**src/rtl/trigger_link_reset_sequencer.sv**
```systemverilog
// Power-up / reset sequencer for a group of trigger TX links sharing one PLL.
// Walks PLL power-down, PLL reset, lock wait, TX reset and reset-done wait, with retry and fault handling.
module trigger_link_reset_sequencer #(
    parameter int unsigned ILINKS       = 4,
    parameter int unsigned PD_CYCLES    = 96,
    parameter int unsigned RST_CYCLES   = 32,
    parameter int unsigned TXRST_CYCLES = 16,
    parameter int unsigned LOCK_TIMEOUT = 4000,
    parameter int unsigned DONE_TIMEOUT = 4000,
    parameter int unsigned MAX_RETRIES  = 3
) (
    input  logic              clk_40,
    input  logic              reset_i,
    input  logic              force_reset,
    input  logic              pll_lock,
    input  logic              refclk_lost,
    input  logic [ILINKS-1:0] tx_resetdone,
    output logic              pll_powerdown,
    output logic              pll_reset,
    output logic              tx_reset,
    output logic              ready,
    output logic              fault,
    output logic [2:0]        state,
    output logic [1:0]        retry_cnt,
    output logic [7:0]        lock_loss_cnt
);

    typedef enum logic [2:0] {
        S_PWRDN    = 3'd0,
        S_PLLRST   = 3'd1,
        S_WAITLOCK = 3'd2,
        S_TXRST    = 3'd3,
        S_WAITDONE = 3'd4,
        S_READY    = 3'd5,
        S_RETRY    = 3'd6,
        S_FAULT    = 3'd7
    } state_t;

    localparam logic [15:0] PD_LAST    = 16'(PD_CYCLES - 1);
    localparam logic [15:0] RST_LAST   = 16'(RST_CYCLES - 1);
    localparam logic [15:0] TXRST_LAST = 16'(TXRST_CYCLES - 1);
    localparam logic [15:0] LOCK_LAST  = 16'(LOCK_TIMEOUT - 1);
    localparam logic [15:0] DONE_LAST  = 16'(DONE_TIMEOUT - 1);
    localparam logic [1:0]  RETRY_LAST = 2'(MAX_RETRIES - 1);

    logic              r_lock_meta, r_lock_s;
    logic              r_refclk_meta, r_refclk_s;
    logic [ILINKS-1:0] r_done_meta, r_done_s;

    state_t      r_state;
    state_t      w_next;
    logic [15:0] r_timer;
    logic [1:0]  r_retry_cnt;
    logic [7:0]  r_lock_loss_cnt;
    logic        r_pll_powerdown, r_pll_reset, r_tx_reset, r_ready, r_fault;
    logic        w_link_bad;

    always_ff @(posedge clk_40 or posedge reset_i) begin
        if (reset_i) begin
            r_lock_meta   <= 1'b0;
            r_lock_s      <= 1'b0;
            r_refclk_meta <= 1'b0;
            r_refclk_s    <= 1'b0;
            r_done_meta   <= '0;
            r_done_s      <= '0;
        end else begin
            r_lock_meta   <= pll_lock;
            r_lock_s      <= r_lock_meta;
            r_refclk_meta <= refclk_lost;
            r_refclk_s    <= r_refclk_meta;
            r_done_meta   <= tx_resetdone;
            r_done_s      <= r_done_meta;
        end
    end

    assign w_link_bad = !r_lock_s || r_refclk_s;

    always_comb begin
        w_next = r_state;
        if (force_reset) begin
            w_next = S_PWRDN;
        end else begin
            case (r_state)
                S_PWRDN:    if (r_timer == PD_LAST) w_next = S_PLLRST;
                S_PLLRST:   if (r_timer == RST_LAST) w_next = S_WAITLOCK;
                S_WAITLOCK: begin
                    if (r_refclk_s)                 w_next = S_RETRY;
                    else if (r_lock_s)              w_next = S_TXRST;
                    else if (r_timer == LOCK_LAST)  w_next = S_RETRY;
                end
                S_TXRST: begin
                    if (w_link_bad)                 w_next = S_RETRY;
                    else if (r_timer == TXRST_LAST) w_next = S_WAITDONE;
                end
                // Completion wins over a coincident timeout, as lock does in WAITLOCK.
                S_WAITDONE: begin
                    if (w_link_bad)                 w_next = S_RETRY;
                    else if (&r_done_s)             w_next = S_READY;
                    else if (r_timer == DONE_LAST)  w_next = S_RETRY;
                end
                S_READY:    if (w_link_bad) w_next = S_RETRY;
                S_RETRY:    w_next = (r_retry_cnt == RETRY_LAST) ? S_FAULT : S_PWRDN;
                S_FAULT:    w_next = S_FAULT;
                default:    w_next = S_PWRDN;
            endcase
        end
    end

    // Outputs are decoded from the next state so they change on the same edge as r_state.
    always_ff @(posedge clk_40 or posedge reset_i) begin
        if (reset_i) begin
            r_state         <= S_PWRDN;
            r_timer         <= '0;
            r_retry_cnt     <= '0;
            r_lock_loss_cnt <= '0;
            r_pll_powerdown <= 1'b1;
            r_pll_reset     <= 1'b1;
            r_tx_reset      <= 1'b1;
            r_ready         <= 1'b0;
            r_fault         <= 1'b0;
        end else begin
            r_state <= w_next;

            if (force_reset || (w_next != r_state))
                r_timer <= '0;
            else if (r_timer != '1)
                r_timer <= r_timer + 16'd1;

            if (force_reset)
                r_retry_cnt <= '0;
            else if (r_state == S_RETRY && w_next == S_PWRDN)
                r_retry_cnt <= r_retry_cnt + 2'd1;
            else if (r_state != S_READY && w_next == S_READY)
                r_retry_cnt <= '0;

            if (r_state == S_READY && w_next == S_RETRY && r_lock_loss_cnt != '1)
                r_lock_loss_cnt <= r_lock_loss_cnt + 8'd1;

            r_pll_powerdown <= 1'b0;
            r_pll_reset     <= 1'b0;
            r_tx_reset      <= 1'b0;
            r_ready         <= 1'b0;
            r_fault         <= 1'b0;
            case (w_next)
                S_PWRDN, S_RETRY: begin
                    r_pll_powerdown <= 1'b1;
                    r_pll_reset     <= 1'b1;
                    r_tx_reset      <= 1'b1;
                end
                S_PLLRST: begin
                    r_pll_reset <= 1'b1;
                    r_tx_reset  <= 1'b1;
                end
                S_WAITLOCK, S_TXRST: r_tx_reset <= 1'b1;
                S_READY:             r_ready    <= 1'b1;
                S_FAULT: begin
                    r_pll_powerdown <= 1'b1;
                    r_pll_reset     <= 1'b1;
                    r_tx_reset      <= 1'b1;
                    r_fault         <= 1'b1;
                end
                default: ;
            endcase
        end
    end

    assign pll_powerdown = r_pll_powerdown;
    assign pll_reset     = r_pll_reset;
    assign tx_reset      = r_tx_reset;
    assign ready         = r_ready;
    assign fault         = r_fault;
    assign state         = r_state;
    assign retry_cnt     = r_retry_cnt;
    assign lock_loss_cnt = r_lock_loss_cnt;

endmodule

```
**config.mk**
```make
export PLATFORM = sky130hd
export DESIGN_NAME = trigger_link_reset_sequencer
export DESIGN_NICKNAME = d
export VERILOG_FILES = /design/src/rtl/trigger_link_reset_sequencer.sv
export SDC_FILE = /design/constraint.sdc
export NUM_CORES = 1
export LEC_CHECK = 0
export CORE_MARGIN = 10
export CORE_UTILIZATION = 56
export CTS_CLUSTER_SIZE = 8
export DETAILED_ROUTE_END_ITERATION = 10
export PLACE_DENSITY = 0.8
export SLEW_MARGIN = 20
export SYNTH_ARGS = -nofsm -noshare
export SYNTH_HDL_FRONTEND = slang
export SYNTH_SLANG_ARGS = --single-unit
```
**constraint.sdc**
```tcl
create_clock -name clk_40 -period 6.46 [get_ports clk_40]
set_input_delay 1.938 -clock clk_40 [delete_from_list [all_inputs] [get_ports clk_40]]
set_output_delay 1.938 -clock clk_40 [all_outputs]
set_load 0.02 [all_outputs]
```
# [Word-level counts from Yosys, hierarchy flattened]
# Index checks and enable logic that the tools add are counted.
[totals] ff_bits=46 input_bits=9 out_inout_bits=18 elab_cells=78
[classes] n_addsub=3 n_eq_ne=22 muxes=23 reduce_logical=15
[ops] operator="3-bit 2-to-1 mux" count=12
[ops] operator="16-bit 2-to-1 mux" count=2
[ops] operator="3-bit one-hot mux with 8 select lines" count=1
[ops] operator="3-bit == test, second input constant" count=7
[ops] operator="16-bit by 1-bit adder with 16-bit output, second input constant" count=1
[ops] operator="16-bit by 12-bit == test with 1-bit output, second input constant" count=1
[ops] operator="16-bit by 4-bit == test with 1-bit output, second input constant" count=1
[ops] operator="16-bit by 5-bit == test with 1-bit output, second input constant" count=1
[ops] operator="16-bit by 7-bit == test with 1-bit output, second input constant" count=1
[ops] operator="16-bit inequality test, second input constant" count=1
[ops] operator="3-bit by 2-bit == test with 1-bit output, second input constant" count=4
[ops] operator="8-bit by 1-bit adder with 8-bit output, second input constant" count=1
[ops] operator="8-bit inequality test, second input constant" count=1
[ops] operator="3-bit by 1-bit == test with 1-bit output, second input constant" count=2
[ops] operator="3-bit zero test" count=2
[ops] operator="2-bit 2-to-1 mux" count=3
[ops] operator="6-bit OR reduction" count=1
[ops] operator="1-bit 2-to-1 mux" count=5
[ops] operator="1-bit logical AND" count=4
[ops] operator="4-bit AND reduction" count=1
[ops] operator="4-bit OR reduction" count=1
[ops] operator="3-bit inequality test" count=1
[ops] operator="3-bit inequality test, second input constant" count=1
[ops] operator="3-bit nonzero test" count=1
[ops] operator="other kinds (6)" count=7

# [Longest topological paths before layout]
# Gate-level depths: netlist (run 1).
[logic_depth] depth_word=11 ltp_mapped=11 ltp_nobuf=11

# [Least setup slack after synthesis (run 1)]
# Ideal clock, no wire load.
[synth_path] kind="input to register" start="in force_reset" end="reg r_lock_loss_cnt[1] (netlist: lock_loss_cnt[1])" setup_time_ps=125 arrival_time_ps=3014 required_ps=6335 path_slack_ps=3321 cell_stages=4 n_path_buf=0 cell_sequence="nor4_1 -> nand2_1 -> nand3_1 -> mux2_2"
[synth_via] elab_chain_len=4
[synth_rtl] element="from (decl)" line="14" source="input logic force_reset,"
[synth_rtl] element="3-bit 2-to-1 mux" line="80" source="if (force_reset) begin"
[synth_rtl] element="3-bit == test" line="136" source="if (r_state == S_READY && w_next == S_RETRY && r_lock_loss_cnt != '1)"
[synth_rtl] element="1-bit logical AND (2 in a row)" line="136"
[synth_rtl] element="to (signal assigned)" line="137" source="r_lock_loss_cnt <= r_lock_loss_cnt + 8'd1;"
[synth_rtl] element="to (decl)" line="54" source="logic [7:0] r_lock_loss_cnt;"
# No other way between the ends.
# A chain may end at the register's enable or synchronous reset.

# [Final worst setup path (run 1)]
# Same ends and word-level chain as after synthesis.

==> impl_results.md, run 1 <==
* Die area at 0.00692 sq mm
* Setup TNS at 0 ps
* Switching Power at 0.107 mW
* Primary flip-flop cell chosen by synthesis mapping: dfrtp_1
* Syn-to-layout area delta at 17.1%
* PnR worst setup slack at 2840 ps
* CP Capture Type: flip-flop
* Crit path kind: primary input to flip-flop
* Crit path max-delay family: simple AND/OR/NAND/NOR gates
* # fillers at 275
* Die height at 83.2 microns
* Buf+Inv Stages, Crit Path at 1
* Critical path's slowest cell: nor4_1
* Internal power component at 0.387 mW
* Path depth of the worst reg2reg path at 8
* Clock Pin Slew Worst Setup and Hold Paths at 80 ps
* # DRC at 0
* Relative slew slack at 39.0%
* Post-Route Utilization at 69.4%
* WP depth at 5
* Clock Latency Late Sink at 300 ps
* Antenna Nets Post-Route at 0
* Total gr overflow at 0
* Initial core utilization at 59.3%
* Synthesis-stage register bit count at 46
* Crit path max fanout at 8
* CP max stage delay at 540 ps
* Top Ports at 27
* Combinational power share at 3.6%
* Post-DP Area at 0.00252 sq mm
* Tcrit/Tclk final at 56.0%
* Syn_nets at 230
* Clock share of power at 36.4%
* 1st-iter DRT viols at 160
* CP Cell Sequence: clkdlybuf4s50_1, nor4_1, nand2_1, nand3_1, mux2_2
* Clock Sinks at 46
* Mapped cell area at 0.00223 sq mm
* Setup Fix Bufs, Post-CTS at 0
* Post-placement setup slack at 2580 ps
* Maxcap violations at 0
* Sequential Power Share at 60.0%
* Clock Skews at 7.27 ps
* Total GRT Usage at 13.0%
* Yosys Warn Count at 0
* Post-synth EDFFs at 0
* Status: finished, final reports clean
* Largest net degree at the start of global routing at 47
* Site row count at 22
* Layout cell share with drive strength beyond 1 at 8.16%
* R2R setup slack at 3630 ps
* Syn Area/Cell at 10.3 sq um
* Max Buffers Root-to-Sink at 2
* # setup viols final at 0
* Worst setup path end: lock_loss_cnt[1]
* Fin area at 0.00262 sq mm
* Total CTS buffers at 5
* Final hold viol count at 0
* RSZ-0062 raised after global routing: false
* Post-synth ARST share at 100%
* Via count at 1709
* Initial antenna violation count at 0
* Cells after DPL at 285
* Crit path DAT at 3800 ps
* Die width at 83.2 microns
* Final wirelength at 4460 microns
* FF-to-FF End: r_timer[2]
* Vias per cell at 5.83
* HP Class: flip-flop to flip-flop
* Crit path launch type: primary input
* Sequential area share after synthesis at 51.7%
* Number of global-route vias before repair at 1667
* Unique masters post-synth at 51
* Fin crit period at 3620 ps
* Fmax at 276 MHz
* Leakage at 1.09 nW
* # nets final at 257
* Port Buffers at 26
* First-pass GRT wire length at 7720 microns
* Core area at 0.00377 sq mm
* Pwr Density at 189 mW/mm^2
* CP startpoint: force_reset
* CTS tree: done
* Worst R2R Start: r_timer[0]
* CTS-repair resized insts at 0
* Critical path required time at 6640 ps
* ANT cells at 0
* VDD IR max at 156 uV
* Post-Synthesis Cells at 217
* Routability congestion estimate at 0.926
* Pins Over Slew Limit at 0
* WL per Instance at 15.2 microns
* CTS root buffer: clkbuf_8
* Htree depth at 2
* Switching share of total power at 21.6%
* CTS Hold Bufs at 0
* Slew @ Worst Pin at 913 ps
* DRT Pass-1 Iters at 4
* Detailed Place HPWL at 3180 microns
* Non-Filler Instances at 293
[power by group through the flow]
stage	registers [mW]	logic [mW]	clock network, mW
final	0.296	0.0176	0.180
after global routing	0.297	0.0203	0.196
after CTS	0.296	0.0184	0.180
after detailed placement	0.302	0.0183	0
after global placement	0.301	0.0173	0
after floorplan	0.301	0.0106	0
[registers in the layout (all words and copies together), names as in the netlist]
register and count:
r_timer 16, lock_loss_cnt 8, r_done_meta 4, r_done_s 4, state 3, retry_cnt 2
fault 1, pll_powerdown 1, pll_reset 1, r_lock_meta 1, r_lock_s 1, r_refclk_meta 1
r_refclk_s 1, ready 1, tx_reset 1
[final cells by class]
| class | instances | area [sq um] | share of cell area (%) |
|---|---|---|---|
| flip-flops and latches | 46 | 1150 | 44.1 |
| multi-input cells | 157 | 1020 | 39.0 |
| repair buffers | 26 | 260 | 9.95 |
| clock buffers | 7 | 86.3 | 3.30 |
| well taps | 48 | 60.1 | 2.30 |
| inverters | 8 | 30.0 | 1.15 |
| clock inverters | 1 | 5.00 | 0.191 |
[synth_stat cells (all sizes together) (2+ instances only)]
library cell | number | area, sq um
clkbuf | 4 | 15.0
inv | 8 | 30.0
ha | 4 | 50.1
or3 | 3 | 18.8
dfstp | 3 | 78.8
a21oi | 5 | 25.0
buf | 2 | 16.3
and4 | 2 | 18.8
a21boi | 2 | 15.0
dfrtp | 43 | 1080
nor3 | 11 | 55.1
nor2 | 27 | 101
nand2b | 5 | 31.3
nand4 | 13 | 87.6
and3 | 6 | 37.5
a221o | 2 | 21.3
nor3b | 2 | 15.0
nand3 | 10 | 50.1
nor2b | 4 | 25.0
nand2 | 11 | 41.3
xnor2 | 11 | 96.3
and2 | 3 | 20.0
xor2 | 9 | 78.8
o22ai | 2 | 12.5
nor4 | 4 | 40.0
nand3b | 2 | 15.0
[layer usage]
layer,global-route usage (%),vias up,part of all wire [%]
li1,-,824,-
met1,16.0,827,46
met2,20.4,53,46
met3,4.79,5,6.4
met4,4.46,0,1.4
met5,0,-,0
[worst min-delay path by stage]
stage | slack [ps] | endpoint | depth (start not counted) | startpoint
finish | 350 | r_refclk_s | 0 | r_refclk_meta
global route | 360 | r_done_s[1] | 0 | r_done_meta[1]
CTS | 350 | r_refclk_s | 0 | r_refclk_meta
detailed placement | 330 | r_done_s[0] | 0 | r_done_meta[0]
global placement | 330 | r_done_s[2] | 0 | r_done_meta[2]
floorplan | 330 | r_done_s[0] | 0 | r_done_meta[0]
[placed cells by master (no fill, tap or decap), types with 2 or more instances in the layout]
| cell type | Yosys | layout |
|---|---|---|
| dfstp_2 | 3 | 3 |
| nand2_1 | 11 | 11 |
| nor4_1 | 3 | 3 |
| xnor2_1 | 11 | 11 |
| a21oi_1 | 5 | 5 |
| nor2_1 | 27 | 27 |
| clkdlybuf4s50_1 | 0 | 26 |
| nand3_1 | 10 | 10 |
| inv_1 | 8 | 7 |
| and2_1 | 2 | 2 |
| nand4_1 | 12 | 12 |
| nand3b_1 | 2 | 2 |
| dfrtp_1 | 43 | 43 |
| nor3b_1 | 2 | 2 |
| xor2_1 | 9 | 9 |
| a21boi_0 | 2 | 2 |
| or3_1 | 3 | 3 |
| nor3_1 | 11 | 11 |
| ha_1 | 4 | 4 |
| o22ai_1 | 2 | 2 |
| nand2b_1 | 5 | 5 |
| clkbuf_8 | 0 | 6 |
| nor2b_1 | 4 | 4 |
| and3_1 | 6 | 6 |
[cell families after synthesis]
| group | count (synthesis) | share of synthesized area (%) |
|---|---|---|
| XOR/XNOR | 20 | 7.84 |
| flip-flops | 46 | 51.7 |
| buffers and inverters | 14 | 2.74 |
| AND/OR/NAND/NOR | 107 | 26.5 |
| AO/OA/AOI/OAI | 24 | 8.01 |
| multiplexers | 2 | 0.952 |
| adder cells (fa/ha/maj) | 4 | 2.24 |
[through the flow]
step,hold slack (ps),power [mW]
after global placement,331,0.319
after global routing,363,0.513
final,351,0.493
after CTS,352,0.494
after detailed placement,335,0.320
after floorplan,331,0.312
No activity file was read; power rests on OpenSTA's default activity.
==> run 2, diff against run 1 <==
--- a/config.mk
+++ b/config.mk
@@ -6,10 +6,10 @@
 export NUM_CORES = 1
 export LEC_CHECK = 0
 export CORE_MARGIN = 10
-export CORE_UTILIZATION = 56
+export CORE_UTILIZATION = 55
 export CTS_CLUSTER_SIZE = 8
 export DETAILED_ROUTE_END_ITERATION = 10
-export PLACE_DENSITY = 0.8
+export PLACE_DENSITY = 0.79
 export SLEW_MARGIN = 20
 export SYNTH_ARGS = -nofsm -noshare
 export SYNTH_HDL_FRONTEND = slang
==> constraint.sdc (replaced) <==
create_clock -name clk_40 -period 3.35 [get_ports clk_40]
set_input_delay 1.005 -clock clk_40 [delete_from_list [all_inputs] [get_ports clk_40]]
set_output_delay 1.005 -clock clk_40 [all_outputs]
set_load 0.02 [all_outputs]
==> impl_results.md, run 2 (synthesis results as in run 1) <==
* # DRC at 0 (unchanged)
* Worst R2R Start: r_timer[0]
* Switching Power at 0.219 mW (+100%)
* Relative slew slack at 38.5% (-0.51 points)
* Leakage at 1.09 nW (+0.56%)
* CTS-repair resized insts at 0 (unchanged)
* Critical path required time at 3570 ps (-3070 ps)
* Multi-input logic area at 0.00102 sq mm (-0.12%)
* Path depth of the worst reg2reg path at 8 (unchanged)
* Most common cell after layout, fill and taps aside: dfrtp_1
* FF-to-FF End: r_timer[12]
* M1 GR Usage at 15.3% (-0.65 points)
* Slew @ Worst Pin at 922 ps (+9.00 ps)
* Htree depth at 2 (unchanged)
* Combinational power share at 3.5% (about the same)
* HP Class: flip-flop to flip-flop
* CP Capture Type: flip-flop
* First-pass GRT wire length at 7560 microns (-2.1%)
* Internal power component at 0.729 mW (+89%)
* Detailed Place HPWL at 3130 microns (-1.4%)
* Clock Latency Late Sink at 300 ps (about the same)
* Met2 Resource Use GR at 20.4% (+0.027 points)
* Crit path kind: flip-flop to flip-flop
* Final hold viol count at 0 (unchanged)
* Max Buffers Root-to-Sink at 2 (unchanged)
* # fillers at 315 (+15%)
* Number of global-route vias before repair at 1651 (-0.96%)
* Clock share of power at 36.3% (about the same)
* Post-Route Utilization at 66.4% (-3.0 points)
* Post-placement setup slack at 426 ps (-2160 ps)
* FF+latch area at 0.00115 sq mm (unchanged)
* Core area at 0.00397 sq mm (+5.3%)
* Crit path launch type: flip-flop
* # setup viols final at 0 (unchanged)
* Die width at 83.7 microns (+0.69%)
* Global routing usage on met3 at 4.10% (-0.68 points)
* Initial antenna violation count at 0 (unchanged)
* Total gr overflow at 0 (unchanged)
* Clock Skews at 9.03 ps (+1.76 ps)
* DRT Pass-1 Iters at 4 (unchanged)
* Commonest non-fill, non-tap cells in the layout: dfrtp_1, nor2_1, clkdlybuf4s50_1
* PnR worst setup slack at 462 ps (-2380 ps)
* Via count at 1681 (-1.6%)
* # nets final at 259 (+0.78%)
* Hold_ws at 354 ps (+3.18 ps)
* Total CTS buffers at 5 (unchanged)
* Clock Sinks at 46 (unchanged)
* VDD IR max at 303 uV (+94%)
* Port Buffers at 26 (unchanged)
* Worst setup path end: r_timer[12]
* Sequential Power Share at 60.2% (+0.2 points)
* Site row count at 23 (+4.5%)
* Gr busiest metal: met2
* Switching share of total power at 23.1% (+1.4 points)
* Crit path max fanout at 16 (+8)
* CTS Hold Bufs at 0 (unchanged)
* Fin crit period at 2890 ps
* Final wirelength at 4300 microns (-3.5%)
* Routability congestion estimate at 0.866 (-6.5%)
* Top Ports at 27 (unchanged)
* Total GRT Usage at 12.7% (-0.29 points)
* Initial core utilization at 56.3% (-3.0 points)
* Clock Pin Slew Worst Setup and Hold Paths at 90 ps (about the same)
* Status: finished, final reports clean
* Maxcap violations at 0 (unchanged)
* Largest net degree at the start of global routing at 47 (unchanged)
* Syn-to-layout area delta at 17.9%
* Die height at 83.7 microns (+0.69%)
* Pwr Density at 360 mW/mm^2 (+91%)
* CP startpoint: r_timer[0]
* Crit path DAT at 3110 ps (-690 ps)
* CTS root buffer: clkbuf_8
* Setup TNS at 0 ps (unchanged)
* Setup Fix Bufs, Post-CTS at 0 (unchanged)
* WL per Instance at 14.5 microns (-4.8%)
* Fmax at 346 MHz
* Die area at 0.00701 sq mm (+1.4%)
* Antenna Nets Post-Route at 0 (unchanged)
* Pins Over Slew Limit at 0 (unchanged)
* Largest register FFs at 16 (unchanged)
* Layout cell share with drive strength beyond 1 at 9.31% (+1.1 points)
* CTS tree: done
* ANT cells at 0 (unchanged)
* Vias per cell at 5.66 (-3.0%)
* Most flop-heavy register: r_timer
* R2R setup slack at 460 ps (-3170 ps)
* RSZ-0062 raised after global routing: false
* 1st-iter DRT viols at 120 (-25%)
* Tcrit/Tclk final at 86.2%
==> run 2: final cells by class <==
| type | instances | area share [%] |
|---|---|---|
| clock inverters | 3 | 0.950 |
| clock buffers | 5 | 2.61 |
| repair buffers | 28 | 10.4 |
| multi-input cells | 157 | 38.7 |
| inverters | 8 | 1.14 |
| well taps | 50 | 2.37 |
| flip-flops and latches | 46 | 43.8 |
==> run 2: layer usage <==
metal / up-vias / wire length, microns
met3: 6 / 209
met1: 801 / 1980
met5: - / 0
li1: 835 / -
met4: 0 / 72
met2: 39 / 2040
==> run 2: worst min-delay path by stage <==
stage / startpoint / end / slack [ps] / cells after the start
floorplan: r_done_meta[0] / r_done_s[0] / 330 / 0
global placement: r_done_meta[2] / r_done_s[2] / 330 / 0
detailed placement: r_done_meta[1] / r_done_s[1] / 330 / 0
CTS: r_done_meta[1] / r_done_s[1] / 360 / 0
global route: r_done_meta[1] / r_done_s[1] / 360 / 0
finish: r_done_meta[0] / r_done_s[0] / 350 / 0
==> run 2: power groups by stage <==
stage	registers [mW]	logic, mW	clock network [mW]
finish	0.571	0.0334	0.344
global route	0.572	0.0387	0.376
CTS	0.571	0.0345	0.355
detailed placement	0.582	0.0345	0
global placement	0.581	0.0333	0
floorplan	0.580	0.0205	0
==> run 2: metrics by stage <==
step | instances | instance area, sq um | power, mW
after CTS | 297 | 2640 | 0.960
after floorplan | 217 | 2230 | 0.601
after detailed placement | 289 | 2540 | 0.616
after global routing | 297 | 2640 | 0.987
final | 297 | 2640 | 0.948
after global placement | 289 | 2540 | 0.614
==> run 2: critical path, stage by stage (launching register included) <==
cell and delay, ps:
dfrtp_1 410, ha_1 240, and4b_1 260, nand4_2 130, or3_1 370, a21o_1 210, or3_1 400, a221o_2 540
nor3_1 240
==> run 3, diff against run 2 <==
--- a/config.mk
+++ b/config.mk
@@ -5,11 +5,13 @@
 export SDC_FILE = /design/constraint.sdc
 export NUM_CORES = 1
 export LEC_CHECK = 0
+export ABC_AREA = 1
 export CORE_MARGIN = 10
-export CORE_UTILIZATION = 55
+export CORE_UTILIZATION = 56
 export CTS_CLUSTER_SIZE = 8
 export DETAILED_ROUTE_END_ITERATION = 10
-export PLACE_DENSITY = 0.79
+export PLACE_DENSITY = 0.8
+export SKIP_CTS_REPAIR_TIMING = 1
 export SLEW_MARGIN = 20
 export SYNTH_ARGS = -nofsm -noshare
 export SYNTH_HDL_FRONTEND = slang
==> impl_results.md, run 3 <==
* WL per Instance at 12.6 microns (-13%)
* Most frequent cell after synthesis: nand2_1
* Critical path's slowest cell: clkdlybuf4s50_1
* FF+latch area at 0.00115 sq mm (unchanged)
* Htree depth at 2 (unchanged)
* Crit path launch type: flip-flop
* ANT cells at 0 (unchanged)
* Max Buffers Root-to-Sink at 2 (unchanged)
* # DRC at 0 (unchanged)
* Leading area contributor after synthesis: dfrtp_1
* Sequential area share after synthesis at 48.4% (-3.3 points)
* DRT Pass-1 Iters at 4 (unchanged)
* CTS tree: done
* Primary flip-flop cell chosen by synthesis mapping: dfrtp_1
* Worst R2R Start: r_timer[0]
* Die area at 0.00727 sq mm (+3.7%)
* Maxcap violations at 0 (unchanged)
* Post-synth ARST share at 100% (unchanged)
* CP max stage delay at 690 ps (+150 ps)
* Cells after DPL at 359 (+24%)
* Site row count at 23 (unchanged)
* Multi-input logic area at 0.00108 sq mm (+6.4%)
* CP Cell Sequence: clkdlybuf4s50_1
* Fin area at 0.00280 sq mm (+6.4%)
* Pins Over Slew Limit at 0 (unchanged)
* Port Buffers at 26 (unchanged)
* # setup viols final at 0 (unchanged)
* Die width at 85.3 microns (+1.9%)
* Final hold viol count at 0 (unchanged)
* Antenna Nets Post-Route at 0 (unchanged)
* # nets final at 329 (+27%)
* Crit path max fanout at 10 (-6)
* Area contributors post-synth: dfrtp_1, nand2_1, nor2_1, nand3_1, inv_1
* VDD IR max at 305 uV (+0.58%)
* Syn_nets at 298 (+30%)
* Slew @ Worst Pin at 412 ps (-510 ps)
* Leakage at 1.30 nW (+19%)
* Detailed Place HPWL at 3470 microns (+11%)
* Commonest non-fill, non-tap cells in the layout: nand2_1, dfrtp_1, nor2_1
* Most flop-heavy register: r_timer
* Post-DP Area at 0.00271 sq mm (+6.6%)
* R2R setup slack at 1050 ps (+590 ps)
* Initial core utilization at 58.8% (+2.6 points)
* FF-to-FF End: r_timer[15]
* Tcrit/Tclk final at 77.5% (-8.7 points)
* Routability congestion estimate at 0.835 (-3.6%)
* Post-synth EDFFs at 0 (unchanged)
* Non-Filler Instances at 367 (+24%)
* CTS root buffer: clkbuf_8
* Unique masters post-synth at 29 (-43%)
* Syn-to-layout area delta at 17.5%
* Crit path DAT at 1590 ps (-1520 ps)
* Mapped cell area at 0.00239 sq mm (+6.8%)
* Fmax at 385 MHz (+11%)
* Total CTS buffers at 5 (unchanged)
* Synth top cells by count: nand2_1, dfrtp_1, nor2_1, inv_1, nand3_1
* Post-Synthesis Cells at 285 (+31%)
* Buf+Inv Stages, Crit Path at 1 (+1)
* Status: finished, final reports clean
* Fin crit period at 2600 ps (-290 ps)
* Share of the synthesized area in the top cell type at 45.1% (-3.1 points)
* WHS Path Cells at 0 (unchanged)
* Synthesis-stage register bit count at 46 (unchanged)
* Clock Sinks at 46 (unchanged)
* Largest net degree at the start of global routing at 47 (unchanged)
* Clock Latency Late Sink at 300 ps (about the same)
* Hold_sp: r_done_meta[0]
* Top Ports at 27 (unchanged)
* Total gr overflow at 0 (unchanged)
* CP Capture Type: output pin
* Core area at 0.00406 sq mm (+2.2%)
* Total GRT Usage at 13.1% (+0.39 points)
* Clock Skews at 8.10 ps (-0.923 ps)
* Number of global-route vias before repair at 1787 (+8.2%)
* HP Class: flip-flop to flip-flop
* Hold EP: r_done_s[0]
* Crit path kind: flip-flop to output pin
* RSZ-0062 raised after global routing: false
* First-pass GRT wire length at 7950 microns (+5.2%)
* Crit path max-delay family: buffers and inverters
* Largest register FFs at 16 (unchanged)
* 1st-iter DRT viols at 123 (+2.5%)
* Initial antenna violation count at 0 (unchanged)
* Vias per cell at 5.16 (-8.9%)
* Layout cell share with drive strength beyond 1 at 14.2% (+4.9 points)
* Final wirelength at 4640 microns (+7.8%)
* Most common cell after layout, fill and taps aside: nand2_1
* Relative slew slack at 72.5% (+34 points)
* Die height at 85.3 microns (+1.9%)
* Setup TNS at 0 ps (unchanged)
* # fillers at 308 (-2.2%)
* Via count at 1893 (+13%)
* Syn Area/Cell at 8.38 sq um (-19%)
* Pwr Density at 343 mW/mm^2 (-4.6%)
* Path depth of the worst reg2reg path at 11 (+3)
* Yosys Warn Count at 0 (unchanged)
* Critical path required time at 2340 ps (-1230 ps)
* Clock Pin Slew Worst Setup and Hold Paths at 90 ps (about the same)
## run 3: cell types whose count changed after synthesis, sizes merged, moves of 5 or more
cell,previous run,this run
nand2b,5,0
o21ai,1,17
nand3,10,29
nand2,11,69
and3,6,0
xnor2,11,3
nor2,27,52
inv,8,34
nand4,13,5
## run 3: worst max-delay path by stage
| stage | slack, ps | endpoint | depth (start not counted) | startpoint |
|---|---|---|---|---|
| final | 750 | state[2] | 1 | state[2] |
| after global routing | 640 | r_timer[3] | 10 | force_reset |
| after CTS | 750 | state[2] | 1 | state[2] |
| after detailed placement | 530 | r_timer[1] | 10 | force_reset |
| after global placement | 620 | r_timer[4] | 10 | force_reset |
| after floorplan | 1180 | r_timer[12] | 10 | force_reset |
## run 3: layer usage
| metal | global-route usage (%) | vias to the layer above | wire (microns) | part of all wire (%) |
|---|---|---|---|---|
| li1 | - | 967 | - | - |
| met1 | 15.8 | 885 | 2060 | 45 |
| met2 | 21.3 | 39 | 2290 | 49 |
| met3 | 4.49 | 2 | 256 | 5.5 |
| met4 | 4.34 | 0 | 23 | 0.50 |
| met5 | 0 | - | 0 | 0 |
## run 3: kinds of logic after synthesis
| kind of cell | share of synthesized area, % |
|---|---|
| and+or+nand+nor | 34.0 |
| DFF | 48.4 |
| buffers and inverters | 6.24 |
| AOI/OAI and AO/OA | 5.29 |
| xor gates and xnor gates | 4.04 |
| adders and majority gates | 2.10 |
## run 3: where the power goes
part	switching, mW	leakage [nW]	internal (mW)
Combinational	0.0274	0.653	0.0185
Clock	0.180	0.0472	0.166
Sequential	0.00550	0.602	0.565
Total	0.213	1.30	0.750
## run 3: cell type report
type	count	share of cell area (%)
inverters	34	4.55
multi-input cells	202	38.6
clock buffers	6	2.95
repair buffers	27	10.0
well taps	50	2.23
flip-flops and latches	46	41.2
clock inverters	2	0.446
## run 3: metrics by stage
stage / power (mW) / hold WS [ps] / utilization, % / setup slack [ps]
final: 0.962 / 351 / 69.1 / 753
after global routing: 1.01 / 366 / 69.1 / 645
after CTS: 0.977 / 355 / 69.1 / 746
after detailed placement: 0.629 / 336 / 66.8 / 525
after global placement: 0.627 / 332 / 66.8 / 624
after floorplan: 0.610 / 331 / - / 1180
